[config.mk]
export PLATFORM = sky130hd
export DESIGN_NAME = rvee_axil_arb_flat
export DESIGN_NICKNAME = d
export VERILOG_FILES = /design/src/rtl/rvee_axil_pkg.sv /design/src/rtl/rvee_axil_arb_if.sv /design/src/rtl/rvee_arb2.sv /design/src/rtl/rvee_axil_arb.sv /design/src/flat_wrapper.sv
export SDC_FILE = /design/constraint.sdc
export NUM_CORES = 1
export LEC_CHECK = 0
export ABC_CLOCK_PERIOD_IN_PS = 2300
export BUFFER_PORTS_ARGS = -buffer_cell sky130_fd_sc_hd__buf_2
export CAP_MARGIN = 30
export CORE_AREA = 5 5 174 176
export CTS_BUF_LIST = sky130_fd_sc_hd__clkbuf_16
export DETAILED_ROUTE_END_ITERATION = 10
export DIE_AREA = 0 0 179 181
export PLACE_DENSITY_LB_ADDON = 0.12
export SETUP_SLACK_MARGIN = 0.15
export SLEW_MARGIN = 15
export SYNTH_ARGS = -nofsm -noshare
export SYNTH_HDL_FRONTEND = slang
export SYNTH_SLANG_ARGS = --single-unit
[constraint.sdc]
create_clock -name aclk -period 2.3 [get_ports aclk]
set_input_delay 0.23 -clock aclk [delete_from_list [all_inputs] [get_ports aclk]]
set_output_delay 0.23 -clock aclk [all_outputs]
set_load 0.02 [all_outputs]
[src/rtl/rvee_axil_pkg.sv]
// ---------------------------------------------------------------------------
// rvee_axil_pkg
// Shared types and constants for the two-port AXI-lite arbiter.
//   state_t       : arbiter FSM states
//   RESP_OKAY/SLVERR : AXI response codes
//   owner_onehot  : converts the 1-bit owner index into a one-hot grant
// ---------------------------------------------------------------------------
package rvee_axil_pkg;

  typedef enum logic [2:0] {
    IDLE  = 3'd0,
    RADDR = 3'd1,
    RDATA = 3'd2,
    WADDR = 3'd3,
    WRESP = 3'd4
  } state_t;

  localparam logic [1:0] RESP_OKAY   = 2'b00;
  localparam logic [1:0] RESP_SLVERR = 2'b10;

  // Owner index 0 is s0 (fetch), 1 is s1 (mem).
  function automatic logic [1:0] owner_onehot(input logic owner);
    return owner ? 2'b10 : 2'b01;
  endfunction

endpackage

[src/rtl/rvee_axil_arb_if.sv]
// ---------------------------------------------------------------------------
// rvee_axil_arb_if
// One AXI-lite link (aw, w, b, ar, r channels).
//   master modport : drives aw/w/ar payload + valids, bready, rready
//   slave modport  : drives awready, wready, arready, b and r payload + valids
// Parameters: AWIDTH (address width), DWIDTH (data width).
// ---------------------------------------------------------------------------
interface rvee_axil_arb_if #(
  parameter int AWIDTH = 32,
  parameter int DWIDTH = 32
);
  logic              awvalid;
  logic              awready;
  logic [AWIDTH-1:0] awaddr;
  logic [2:0]        awprot;

  logic              wvalid;
  logic              wready;
  logic [DWIDTH-1:0] wdata;
  logic [DWIDTH/8-1:0] wstrb;

  logic              bvalid;
  logic              bready;
  logic [1:0]        bresp;

  logic              arvalid;
  logic              arready;
  logic [AWIDTH-1:0] araddr;
  logic [2:0]        arprot;

  logic              rvalid;
  logic              rready;
  logic [DWIDTH-1:0] rdata;
  logic [1:0]        rresp;

  modport master (
    output awvalid, awaddr, awprot, input awready,
    output wvalid, wdata, wstrb, input wready,
    input  bvalid, bresp, output bready,
    output arvalid, araddr, arprot, input arready,
    input  rvalid, rdata, rresp, output rready
  );

  modport slave (
    input  awvalid, awaddr, awprot, output awready,
    input  wvalid, wdata, wstrb, output wready,
    output bvalid, bresp, input bready,
    input  arvalid, araddr, arprot, output arready,
    output rvalid, rdata, rresp, input rready
  );
endinterface

[src/rtl/rvee_arb2.sv]
// ---------------------------------------------------------------------------
// rvee_arb2
// Two-requester tie-break, purely combinational.
//   req[1:0] : request per port (bit 0 = s0, bit 1 = s1)
//   last     : index of the port that owned the last completed transaction
//   gnt[1:0] : one-hot winner, 0 when nobody requests
// Macro RVEE_AXIL_ARB_RR_EN: defined -> round-robin on ties (the port that
// did not own the last transaction wins); undefined -> s1 always wins ties.
// ---------------------------------------------------------------------------
module rvee_arb2 (
  input  logic [1:0] req,
  input  logic       last,
  output logic [1:0] gnt
);

  always_comb begin
    gnt = 2'b00;
    case (req)
      2'b01: gnt = 2'b01;
      2'b10: gnt = 2'b10;
      2'b11: begin
`ifdef RVEE_AXIL_ARB_RR_EN
        gnt = last ? 2'b01 : 2'b10;
`else
        gnt = 2'b10;
`endif
      end
      default: gnt = 2'b00;
    endcase
  end

`ifndef RVEE_AXIL_ARB_RR_EN
  // Fixed priority has no use for the history input.
  logic unused_last;
  assign unused_last = last;
`endif

endmodule

[src/rtl/rvee_axil_arb.sv]
// ---------------------------------------------------------------------------
// rvee_axil_arb
// Arbitrates two AXI-lite requesters (s0 = fetch, s1 = mem) onto one shared
// AXI-lite memory port, one transaction outstanding at a time.
//   aclk, aresetn : clock, asynchronous active-low reset
//   s0, s1        : target-side links (slave modport)
//   m             : shared memory link (master modport)
//   grant[1:0]    : one-hot current owner, 0 while idle
// Macro RVEE_AXIL_ARB_RR_EN: round-robin tie-break with a last-owner register
// (reset to s1). Undefined: fixed priority, s1 wins ties, no history kept.
// ---------------------------------------------------------------------------
module rvee_axil_arb
  import rvee_axil_pkg::*;
#(
  parameter int AWIDTH = 32,
  parameter int DWIDTH = 32
) (
  input  logic              aclk,
  input  logic              aresetn,
  rvee_axil_arb_if.slave    s0,
  rvee_axil_arb_if.slave    s1,
  rvee_axil_arb_if.master   m,
  output logic [1:0]        grant
);

  state_t state_reg, state_next;
  logic   owner_reg, owner_next;
  logic   aw_done_reg, aw_done_next;
  logic   w_done_reg, w_done_next;

  logic [1:0] req;
  logic [1:0] arb_gnt;
  logic       last_owner;
  logic       win_write;

  // Owner-selected request side signals.
  logic                sel_awvalid, sel_wvalid, sel_bready, sel_arvalid, sel_rready;
  logic [AWIDTH-1:0]   sel_awaddr, sel_araddr;
  logic [2:0]          sel_awprot, sel_arprot;
  logic [DWIDTH-1:0]   sel_wdata;
  logic [DWIDTH/8-1:0] sel_wstrb;

  logic aw_hs, w_hs, txn_done;

  assign req = {s1.awvalid | s1.arvalid, s0.awvalid | s0.arvalid};

  rvee_arb2 u_arb2 (
    .req  (req),
    .last (last_owner),
    .gnt  (arb_gnt)
  );

  // A port with both aw and ar pending is served write first.
  assign win_write = arb_gnt[1] ? s1.awvalid : (arb_gnt[0] & s0.awvalid);

`ifdef RVEE_AXIL_ARB_RR_EN
  logic last_reg;

  always_ff @(posedge aclk or negedge aresetn) begin
    if (!aresetn) begin
      last_reg <= 1'b1;
    end else if (txn_done) begin
      last_reg <= owner_reg;
    end
  end

  assign last_owner = last_reg;
`else
  assign last_owner = 1'b1;
`endif

  assign sel_awvalid = owner_reg ? s1.awvalid : s0.awvalid;
  assign sel_awaddr  = owner_reg ? s1.awaddr  : s0.awaddr;
  assign sel_awprot  = owner_reg ? s1.awprot  : s0.awprot;
  assign sel_wvalid  = owner_reg ? s1.wvalid  : s0.wvalid;
  assign sel_wdata   = owner_reg ? s1.wdata   : s0.wdata;
  assign sel_wstrb   = owner_reg ? s1.wstrb   : s0.wstrb;
  assign sel_bready  = owner_reg ? s1.bready  : s0.bready;
  assign sel_arvalid = owner_reg ? s1.arvalid : s0.arvalid;
  assign sel_araddr  = owner_reg ? s1.araddr  : s0.araddr;
  assign sel_arprot  = owner_reg ? s1.arprot  : s0.arprot;
  assign sel_rready  = owner_reg ? s1.rready  : s0.rready;

  // Payloads pass straight through; only valid/ready are gated by state.
  assign m.awaddr = sel_awaddr;
  assign m.awprot = sel_awprot;
  assign m.wdata  = sel_wdata;
  assign m.wstrb  = sel_wstrb;
  assign m.araddr = sel_araddr;
  assign m.arprot = sel_arprot;

  assign s0.rdata = m.rdata;
  assign s0.rresp = m.rresp;
  assign s0.bresp = m.bresp;
  assign s1.rdata = m.rdata;
  assign s1.rresp = m.rresp;
  assign s1.bresp = m.bresp;

  // The aw and w channels complete independently; a done flag masks each
  // channel once its handshake has happened.
  assign aw_hs = (state_reg == WADDR) & sel_awvalid & ~aw_done_reg & m.awready;
  assign w_hs  = (state_reg == WADDR) & sel_wvalid  & ~w_done_reg  & m.wready;

  assign txn_done = ((state_reg == RDATA) & m.rvalid & sel_rready) |
                    ((state_reg == WRESP) & m.bvalid & sel_bready);

  assign grant = (state_reg == IDLE) ? 2'b00 : owner_onehot(owner_reg);

  always_ff @(posedge aclk or negedge aresetn) begin
    if (!aresetn) begin
      state_reg   <= IDLE;
      owner_reg   <= 1'b0;
      aw_done_reg <= 1'b0;
      w_done_reg  <= 1'b0;
    end else begin
      state_reg   <= state_next;
      owner_reg   <= owner_next;
      aw_done_reg <= aw_done_next;
      w_done_reg  <= w_done_next;
    end
  end

  always_comb begin
    state_next   = state_reg;
    owner_next   = owner_reg;
    aw_done_next = aw_done_reg;
    w_done_next  = w_done_reg;

    m.awvalid  = 1'b0;
    m.wvalid   = 1'b0;
    m.bready   = 1'b0;
    m.arvalid  = 1'b0;
    m.rready   = 1'b0;
    s0.awready = 1'b0;
    s0.wready  = 1'b0;
    s0.bvalid  = 1'b0;
    s0.arready = 1'b0;
    s0.rvalid  = 1'b0;
    s1.awready = 1'b0;
    s1.wready  = 1'b0;
    s1.bvalid  = 1'b0;
    s1.arready = 1'b0;
    s1.rvalid  = 1'b0;

    case (state_reg)
      IDLE: begin
        if (|req) begin
          owner_next = arb_gnt[1];
          state_next = win_write ? WADDR : RADDR;
        end
      end

      RADDR: begin
        m.arvalid  = sel_arvalid;
        s0.arready = ~owner_reg & m.arready;
        s1.arready =  owner_reg & m.arready;
        if (sel_arvalid && m.arready) begin
          state_next = RDATA;
        end
      end

      RDATA: begin
        m.rready  = sel_rready;
        s0.rvalid = ~owner_reg & m.rvalid;
        s1.rvalid =  owner_reg & m.rvalid;
        if (txn_done) begin
          state_next = IDLE;
        end
      end

      WADDR: begin
        m.awvalid  = sel_awvalid & ~aw_done_reg;
        m.wvalid   = sel_wvalid & ~w_done_reg;
        s0.awready = ~owner_reg & ~aw_done_reg & m.awready;
        s1.awready =  owner_reg & ~aw_done_reg & m.awready;
        s0.wready  = ~owner_reg & ~w_done_reg & m.wready;
        s1.wready  =  owner_reg & ~w_done_reg & m.wready;
        aw_done_next = aw_done_reg | aw_hs;
        w_done_next  = w_done_reg | w_hs;
        if ((aw_done_reg | aw_hs) && (w_done_reg | w_hs)) begin
          state_next = WRESP;
        end
      end

      WRESP: begin
        m.bready  = sel_bready;
        s0.bvalid = ~owner_reg & m.bvalid;
        s1.bvalid =  owner_reg & m.bvalid;
        if (txn_done) begin
          state_next   = IDLE;
          aw_done_next = 1'b0;
          w_done_next  = 1'b0;
        end
      end

      default: begin
        state_next = IDLE;
      end
    endcase
  end

endmodule

[src/flat_wrapper.sv]
// flat-port wrapper written by rule: the top's interface ports become plain ports
module rvee_axil_arb_flat import rvee_axil_pkg::*;
#(
  parameter int AWIDTH = 32,
  parameter int DWIDTH = 32
)
  (aclk, aresetn, grant, s0_awvalid, s0_awaddr, s0_awprot, s0_awready, s0_wvalid, s0_wdata, s0_wstrb, s0_wready, s0_bvalid, s0_bresp, s0_bready, s0_arvalid, s0_araddr, s0_arprot, s0_arready, s0_rvalid, s0_rdata, s0_rresp, s0_rready, s1_awvalid, s1_awaddr, s1_awprot, s1_awready, s1_wvalid, s1_wdata, s1_wstrb, s1_wready, s1_bvalid, s1_bresp, s1_bready, s1_arvalid, s1_araddr, s1_arprot, s1_arready, s1_rvalid, s1_rdata, s1_rresp, s1_rready, m_awvalid, m_awaddr, m_awprot, m_awready, m_wvalid, m_wdata, m_wstrb, m_wready, m_bvalid, m_bresp, m_bready, m_arvalid, m_araddr, m_arprot, m_arready, m_rvalid, m_rdata, m_rresp, m_rready);
  rvee_axil_arb_if #(.AWIDTH(AWIDTH), .DWIDTH(DWIDTH)) s0_i ();
  rvee_axil_arb_if #(.AWIDTH(AWIDTH), .DWIDTH(DWIDTH)) s1_i ();
  rvee_axil_arb_if #(.AWIDTH(AWIDTH), .DWIDTH(DWIDTH)) m_i ();
  input  logic aclk;
  input  logic aresetn;
  output logic [1:0] grant;
  input wire logic [$bits(s0_i.awvalid)-1:0] s0_awvalid;
  input wire logic [$bits(s0_i.awaddr)-1:0] s0_awaddr;
  input wire logic [$bits(s0_i.awprot)-1:0] s0_awprot;
  output wire logic [$bits(s0_i.awready)-1:0] s0_awready;
  input wire logic [$bits(s0_i.wvalid)-1:0] s0_wvalid;
  input wire logic [$bits(s0_i.wdata)-1:0] s0_wdata;
  input wire logic [$bits(s0_i.wstrb)-1:0] s0_wstrb;
  output wire logic [$bits(s0_i.wready)-1:0] s0_wready;
  output wire logic [$bits(s0_i.bvalid)-1:0] s0_bvalid;
  output wire logic [$bits(s0_i.bresp)-1:0] s0_bresp;
  input wire logic [$bits(s0_i.bready)-1:0] s0_bready;
  input wire logic [$bits(s0_i.arvalid)-1:0] s0_arvalid;
  input wire logic [$bits(s0_i.araddr)-1:0] s0_araddr;
  input wire logic [$bits(s0_i.arprot)-1:0] s0_arprot;
  output wire logic [$bits(s0_i.arready)-1:0] s0_arready;
  output wire logic [$bits(s0_i.rvalid)-1:0] s0_rvalid;
  output wire logic [$bits(s0_i.rdata)-1:0] s0_rdata;
  output wire logic [$bits(s0_i.rresp)-1:0] s0_rresp;
  input wire logic [$bits(s0_i.rready)-1:0] s0_rready;
  input wire logic [$bits(s1_i.awvalid)-1:0] s1_awvalid;
  input wire logic [$bits(s1_i.awaddr)-1:0] s1_awaddr;
  input wire logic [$bits(s1_i.awprot)-1:0] s1_awprot;
  output wire logic [$bits(s1_i.awready)-1:0] s1_awready;
  input wire logic [$bits(s1_i.wvalid)-1:0] s1_wvalid;
  input wire logic [$bits(s1_i.wdata)-1:0] s1_wdata;
  input wire logic [$bits(s1_i.wstrb)-1:0] s1_wstrb;
  output wire logic [$bits(s1_i.wready)-1:0] s1_wready;
  output wire logic [$bits(s1_i.bvalid)-1:0] s1_bvalid;
  output wire logic [$bits(s1_i.bresp)-1:0] s1_bresp;
  input wire logic [$bits(s1_i.bready)-1:0] s1_bready;
  input wire logic [$bits(s1_i.arvalid)-1:0] s1_arvalid;
  input wire logic [$bits(s1_i.araddr)-1:0] s1_araddr;
  input wire logic [$bits(s1_i.arprot)-1:0] s1_arprot;
  output wire logic [$bits(s1_i.arready)-1:0] s1_arready;
  output wire logic [$bits(s1_i.rvalid)-1:0] s1_rvalid;
  output wire logic [$bits(s1_i.rdata)-1:0] s1_rdata;
  output wire logic [$bits(s1_i.rresp)-1:0] s1_rresp;
  input wire logic [$bits(s1_i.rready)-1:0] s1_rready;
  output wire logic [$bits(m_i.awvalid)-1:0] m_awvalid;
  output wire logic [$bits(m_i.awaddr)-1:0] m_awaddr;
  output wire logic [$bits(m_i.awprot)-1:0] m_awprot;
  input wire logic [$bits(m_i.awready)-1:0] m_awready;
  output wire logic [$bits(m_i.wvalid)-1:0] m_wvalid;
  output wire logic [$bits(m_i.wdata)-1:0] m_wdata;
  output wire logic [$bits(m_i.wstrb)-1:0] m_wstrb;
  input wire logic [$bits(m_i.wready)-1:0] m_wready;
  input wire logic [$bits(m_i.bvalid)-1:0] m_bvalid;
  input wire logic [$bits(m_i.bresp)-1:0] m_bresp;
  output wire logic [$bits(m_i.bready)-1:0] m_bready;
  output wire logic [$bits(m_i.arvalid)-1:0] m_arvalid;
  output wire logic [$bits(m_i.araddr)-1:0] m_araddr;
  output wire logic [$bits(m_i.arprot)-1:0] m_arprot;
  input wire logic [$bits(m_i.arready)-1:0] m_arready;
  input wire logic [$bits(m_i.rvalid)-1:0] m_rvalid;
  input wire logic [$bits(m_i.rdata)-1:0] m_rdata;
  input wire logic [$bits(m_i.rresp)-1:0] m_rresp;
  output wire logic [$bits(m_i.rready)-1:0] m_rready;
  assign s0_i.awvalid = s0_awvalid;
  assign s0_i.awaddr = s0_awaddr;
  assign s0_i.awprot = s0_awprot;
  assign s0_awready = s0_i.awready;
  assign s0_i.wvalid = s0_wvalid;
  assign s0_i.wdata = s0_wdata;
  assign s0_i.wstrb = s0_wstrb;
  assign s0_wready = s0_i.wready;
  assign s0_bvalid = s0_i.bvalid;
  assign s0_bresp = s0_i.bresp;
  assign s0_i.bready = s0_bready;
  assign s0_i.arvalid = s0_arvalid;
  assign s0_i.araddr = s0_araddr;
  assign s0_i.arprot = s0_arprot;
  assign s0_arready = s0_i.arready;
  assign s0_rvalid = s0_i.rvalid;
  assign s0_rdata = s0_i.rdata;
  assign s0_rresp = s0_i.rresp;
  assign s0_i.rready = s0_rready;
  assign s1_i.awvalid = s1_awvalid;
  assign s1_i.awaddr = s1_awaddr;
  assign s1_i.awprot = s1_awprot;
  assign s1_awready = s1_i.awready;
  assign s1_i.wvalid = s1_wvalid;
  assign s1_i.wdata = s1_wdata;
  assign s1_i.wstrb = s1_wstrb;
  assign s1_wready = s1_i.wready;
  assign s1_bvalid = s1_i.bvalid;
  assign s1_bresp = s1_i.bresp;
  assign s1_i.bready = s1_bready;
  assign s1_i.arvalid = s1_arvalid;
  assign s1_i.araddr = s1_araddr;
  assign s1_i.arprot = s1_arprot;
  assign s1_arready = s1_i.arready;
  assign s1_rvalid = s1_i.rvalid;
  assign s1_rdata = s1_i.rdata;
  assign s1_rresp = s1_i.rresp;
  assign s1_i.rready = s1_rready;
  assign m_awvalid = m_i.awvalid;
  assign m_awaddr = m_i.awaddr;
  assign m_awprot = m_i.awprot;
  assign m_i.awready = m_awready;
  assign m_wvalid = m_i.wvalid;
  assign m_wdata = m_i.wdata;
  assign m_wstrb = m_i.wstrb;
  assign m_i.wready = m_wready;
  assign m_i.bvalid = m_bvalid;
  assign m_i.bresp = m_bresp;
  assign m_bready = m_i.bready;
  assign m_arvalid = m_i.arvalid;
  assign m_araddr = m_i.araddr;
  assign m_arprot = m_i.arprot;
  assign m_i.arready = m_arready;
  assign m_i.rvalid = m_rvalid;
  assign m_i.rdata = m_rdata;
  assign m_i.rresp = m_rresp;
  assign m_rready = m_i.rready;
  rvee_axil_arb #(.AWIDTH(AWIDTH), .DWIDTH(DWIDTH)) u_core (.aclk(aclk), .aresetn(aresetn), .s0(s0_i), .s1(s1_i), .m(m_i), .grant(grant));
endmodule
# == Word-level counts from Yosys, hierarchy flattened ==
# Index checks and enable logic that the tools add are counted.
# classes
muxes,39
reduce_logical,10
eq_ne,12
bitwise,35
# op_table
op,n
two-way mux 32 bit,3
bitwise AND 1 bit,27
two-way mux 1 bit,22
two-way mux 3 bit,6
case mux 3 bit (4 select lines),1
== test 3 x 2 -> 1 bit (second input constant),2
two-way mux 2 bit,3
!= test 2 x 1 -> 1 bit (second input constant),3
OR reduction 2 bit,3
bitwise OR 1 bit,5
== test 2 bit (second input constant),2
two-way mux 4 bit,1
!= test 2 bit (second input constant),2
case mux 1 bit (2 select lines),2
case mux 2 bit (2 select lines),1
AND reduction 2 bit,2
AND reduction 4 bit,1
== test 3 x 1 -> 1 bit (second input constant),1
== test 3 bit (second input constant),1
zero test 3 bit,1
NOT 1 bit,3
== test 2 x 1 -> 1 bit (second input constant),1
logical AND 1 bit,2
nonzero test 2 bit,1
# totals
elab_cells,100
input_bits,265
out_inout_bits,195
ff_bits,6

# == Longest topological paths before layout ==
# depth
ltp_word,9
ltp_mapped,6
mapped_depth_nobuf,5

# == Hierarchy ==
# A second synthesis with hierarchy kept.
# unflattened
hier_cells,270
area_unflattened_um2,2461.1
# by_module_without_submodules
mod,cells_each,instances,area_each_um2
rvee_axil_arb,268,1,2451.1
rvee_arb2,2,1,10.0

# == Worst setup path after synthesis ==
# No wires, ideal clock.
# synth_timing
kind,flip-flop to output port
from,register u_core.owner_reg
to,output port s0_awready
stages_incl_launch_ff,5
t_arrival_ns,1.675
setup_slack_ns,0.395
path_buffers,3
cell_sequence,dfrtp_1 > buf_2 > buf_1 > buf_2 > nor4_1
# synth_via
elab_chain_len,4
# synth_lines
item,line_no,source
from (decl),rvee_axil_arb.sv:27,"logic owner_reg, owner_next;"
from (signal assigned),rvee_axil_arb.sv:117,owner_reg <= owner_next;
NOT 1 bit,rvee_axil_arb.sv:174,s0.awready = ~owner_reg & ~aw_done_reg & m.awready;
bitwise AND 1 bit (2 in series),rvee_axil_arb.sv:174,
two-way mux 1 bit,rvee_axil_arb.sv:145,case (state_reg)
to (decl),flat_wrapper.sv:17,output wire logic [$bits(s0_i.awready)-1:0] s0_awready;
# No other way between the ends.

# == Worst setup path in the final report ==
# layout_timing
from,register u_core.owner_reg
to,output port m_wdata[25]
# layout_via
elab_chain_len,1
# layout_lines
item,line_no,source
two-way mux 32 bit,rvee_axil_arb.sv:76,assign sel_wdata = owner_reg ? s1.wdata : s0.wdata;
to (decl),flat_wrapper.sv:57,output wire logic [$bits(m_i.wdata)-1:0] m_wdata;
# No other way between the ends.

==> summary.md <==
| Metric | Value |
|---|---|
| Slew Viols, Final | 0 |
| CP endpoint kind | output pin |
| Largest area contributor in the netlist | mux2_2 |
| Drt total wl | between 10 and 15 mm |
| DP HPWL | between 10 and 15 mm |
| Post-place instance area | 4030 sq um |
| Crit share post-route | 88.0% |
| Slew @ Worst Pin | about 0.44 ns |
| Initial Utilization | 8.29% |
| Core area | ~28,000 sq um |
| Post_cts resized | 0 |
| Nets@finish | 801 |
| Chip height | 181 microns |
| Commonest non-fill, non-tap cell in the layout | buf_2 |
| Total CTS buffers | 3 |
| VDD IR max | roughly 0.28 mV |
| CTS tree | done |
| Setup TNS | 0 ns |
| Mapped Cells | 263 |
| Share of power burned in registers | between 8 and 9% |
| Drt first pass iters | 3 |
| Worst EP arrival | between 1.5 and 2 ns |
| Layout cells sized above 1 | 88.0% |
| Worst Path Class, Setup | flip-flop to output pin |
| Hold Path Class | input port to async pin |
| Clk pin slew, worst setup/hold paths | roughly 0.04 ns |
| Leading cell types in the layout, fill and taps excluded | buf_2 (351), mux2_2 (104), nor2_1 (15) |
| Port bufs | about 350 |
| # hold bufs at CTS | 1 |
| DR DRC count | 0 |
| Area Growth Syn to Fin | 74.4% |
| CP max stage delay | 0.56 ns |
| Clock tree sinks | 6 |
| Pint | roughly 0.0018 W |
| # fillers | around 3,300 |
| Post-Syn Area | approximately 2400 sq um |
| Post-CTS setup buffers | 0 |
| Dpl cells | 914 |
| Crit-path cells | buf_4 > mux2_2 > buf_2 |
| Multi-input gate area | roughly 1600 sq um |
| Design Area, Final | ~4100 sq um |
| Clk_skew | approximately 0.0021 ns |
| Synth unique cells | 32 |
| Average size of a mapped cell | about 9 sq um |
| Switching Share | 52.1% |
| Unrepaired setup endpoints after global routing | no |
| Final Hold Vio Count | 0 |
| Post-synthesis net count | 528 |
| H-tree depth | 1 |
| Clock network power share | under 10% |
| Clk_lat worst skew | between 0.2 and 0.25 ns |
| Routed len/inst | 13.5 microns |
| Global-route wire length before repair | 17.2 mm |
| Top cells by area, synth | mux2_2 (50%), buf_4 (23%), dfrtp_1 (6.4%) |
| Max-slew headroom | a little over two thirds |
| Clock root buffer | clkbuf_16 |
| Die X-Extent | approximately 180 microns |
| NetSw | 0.00197 W |
| Via-to-Cell Ratio | around 3.1 |
| Pin count of the biggest net entering global routing | 54 |
| Worst r2r path cells | 5 |
| Crit path time final | 2.02 ns |
| Yosys warns | 0 |
| Power, Total | ~0.0038 W |
| Post-synth ARST share | 100% |
| Antenna-violating nets left | 0 |
| Num rows | 62 |
| Worst path required time | roughly 2.1 ns |
| Vias | roughly 2,900 |
| Max Cap Viol | 0 |
| Die Area | roughly 32,000 sq um |
| Crit-path slowest cell | dfrtp_4 |
| Ports | 460 |
| Final GP Congestion | 0.722 |
| Status | finished clean |
| Fmax achieved | around 490 MHz |
| Comb power frac | between 80 and 90% |
| Overall Global Routing Usage | under 10% |
| Grt ovf | 0 |
| Register area | 154 sq um |
| Post-synth EDFFs | 0 |
| Leak | about 2.2 nW |
| Cell Count, Final, Fillers Out | just over 900 |
| Clk buf depth | 2 |
| Seq/Total Area, Yosys | under 10% |
| CP Launch Type | flip-flop |
| First DRT Iteration DRCs | 48 |
| Largest register FFs | 3 |
| Yosys reg bits | 6 |
| Vias in the first global route | approximately 3,100 |
| Maximum fanout along the worst path | 29 |
| Initial antenna violation count | 4 |
| Power per cell area | roughly 920 nW/um^2 |
| Main synth FF type | dfrtp_1 |
| Area share of the largest cell type after synthesis | around half |
| Final setup violation count | 0 |
[area by class of cell]
class	count	area share, %
Antenna cell	1	0.0608
Timing Repair Buffer	356	44.0
Sequential cell	6	3.74
Inverter	7	0.638
Clock inverter	1	0.0912
Tap cell	384	11.7
Multi-Input combinational cell	162	38.0
Clock buffer	3	1.82
[worst max-delay path, delay by kind of cell (launching register included)]
kind | cells | cell delay [ns]
flip-flops | 1 | 0.56
buffers and inverters | 2 | 0.58
multiplexers | 1 | 0.40
[layer usage]
layer	GRT usage, %	wire [microns]	share of wire, %
met1	6.34	3950	32
met2	13.5	6530	52
met3	2.88	1700	14
met4	1.47	229	1.8
met5	0	37	0.30
[power by group through the flow]
stage               combinational (W)  sequential, W  clock, W
finish                        0.00318       0.000313  0.000287
global route                  0.00343       0.000332  0.000307
CTS                           0.00325       0.000314  0.000297
detailed placement            0.00324       0.000315         0
global placement              0.00330       0.000314         0
floorplan                     0.00252       0.000182         0
[kinds of logic after synthesis]
group,synth area share (%)
AOI/OAI and AO/OA,3.97
xor gates and xnor gates,0.371
buffers and inverters,27.3
DFF,6.36
muxes,53.3
and+or+nand+nor,8.64
[synthesized netlist by cell type (all sizes together) (3+ instances only)]
cell     n
a21oi    3
buf     88
dfrtp    6
inv      6
mux2   107
mux2i    5
nand2    4
nor2    16
nor3     7
nor4     5
o31a     3
[worst paths after layout]
check | startpoint | to | slack (ns)
min in group aclk | s1_arvalid | u_core.owner_reg | 0.42
max in group asynchronous | aresetn | u_core.owner_reg | 1.70
worst min register to register | u_core.w_done_reg | u_core.w_done_reg | 0.70
worst max-delay path | u_core.owner_reg | m_wdata[25] | 0.28
worst min-delay path | aresetn | u_core.state_reg[1] | 0.42
worst max register to register | u_core.owner_reg | u_core.state_reg[1] | 0.33
[stage by stage]
step                      hold WS [ns]  utilization, %  setup WS, ns
after floorplan                -0.0656               -         0.395
after global placement          0.0749            14.1         0.337
after detailed placement        0.0745            14.1         0.306
after CTS                        0.428            14.5         0.244
after global routing             0.455            14.5         0.181
final                            0.425            14.5         0.276
Note: power is estimated with default switching activity, not from simulation.
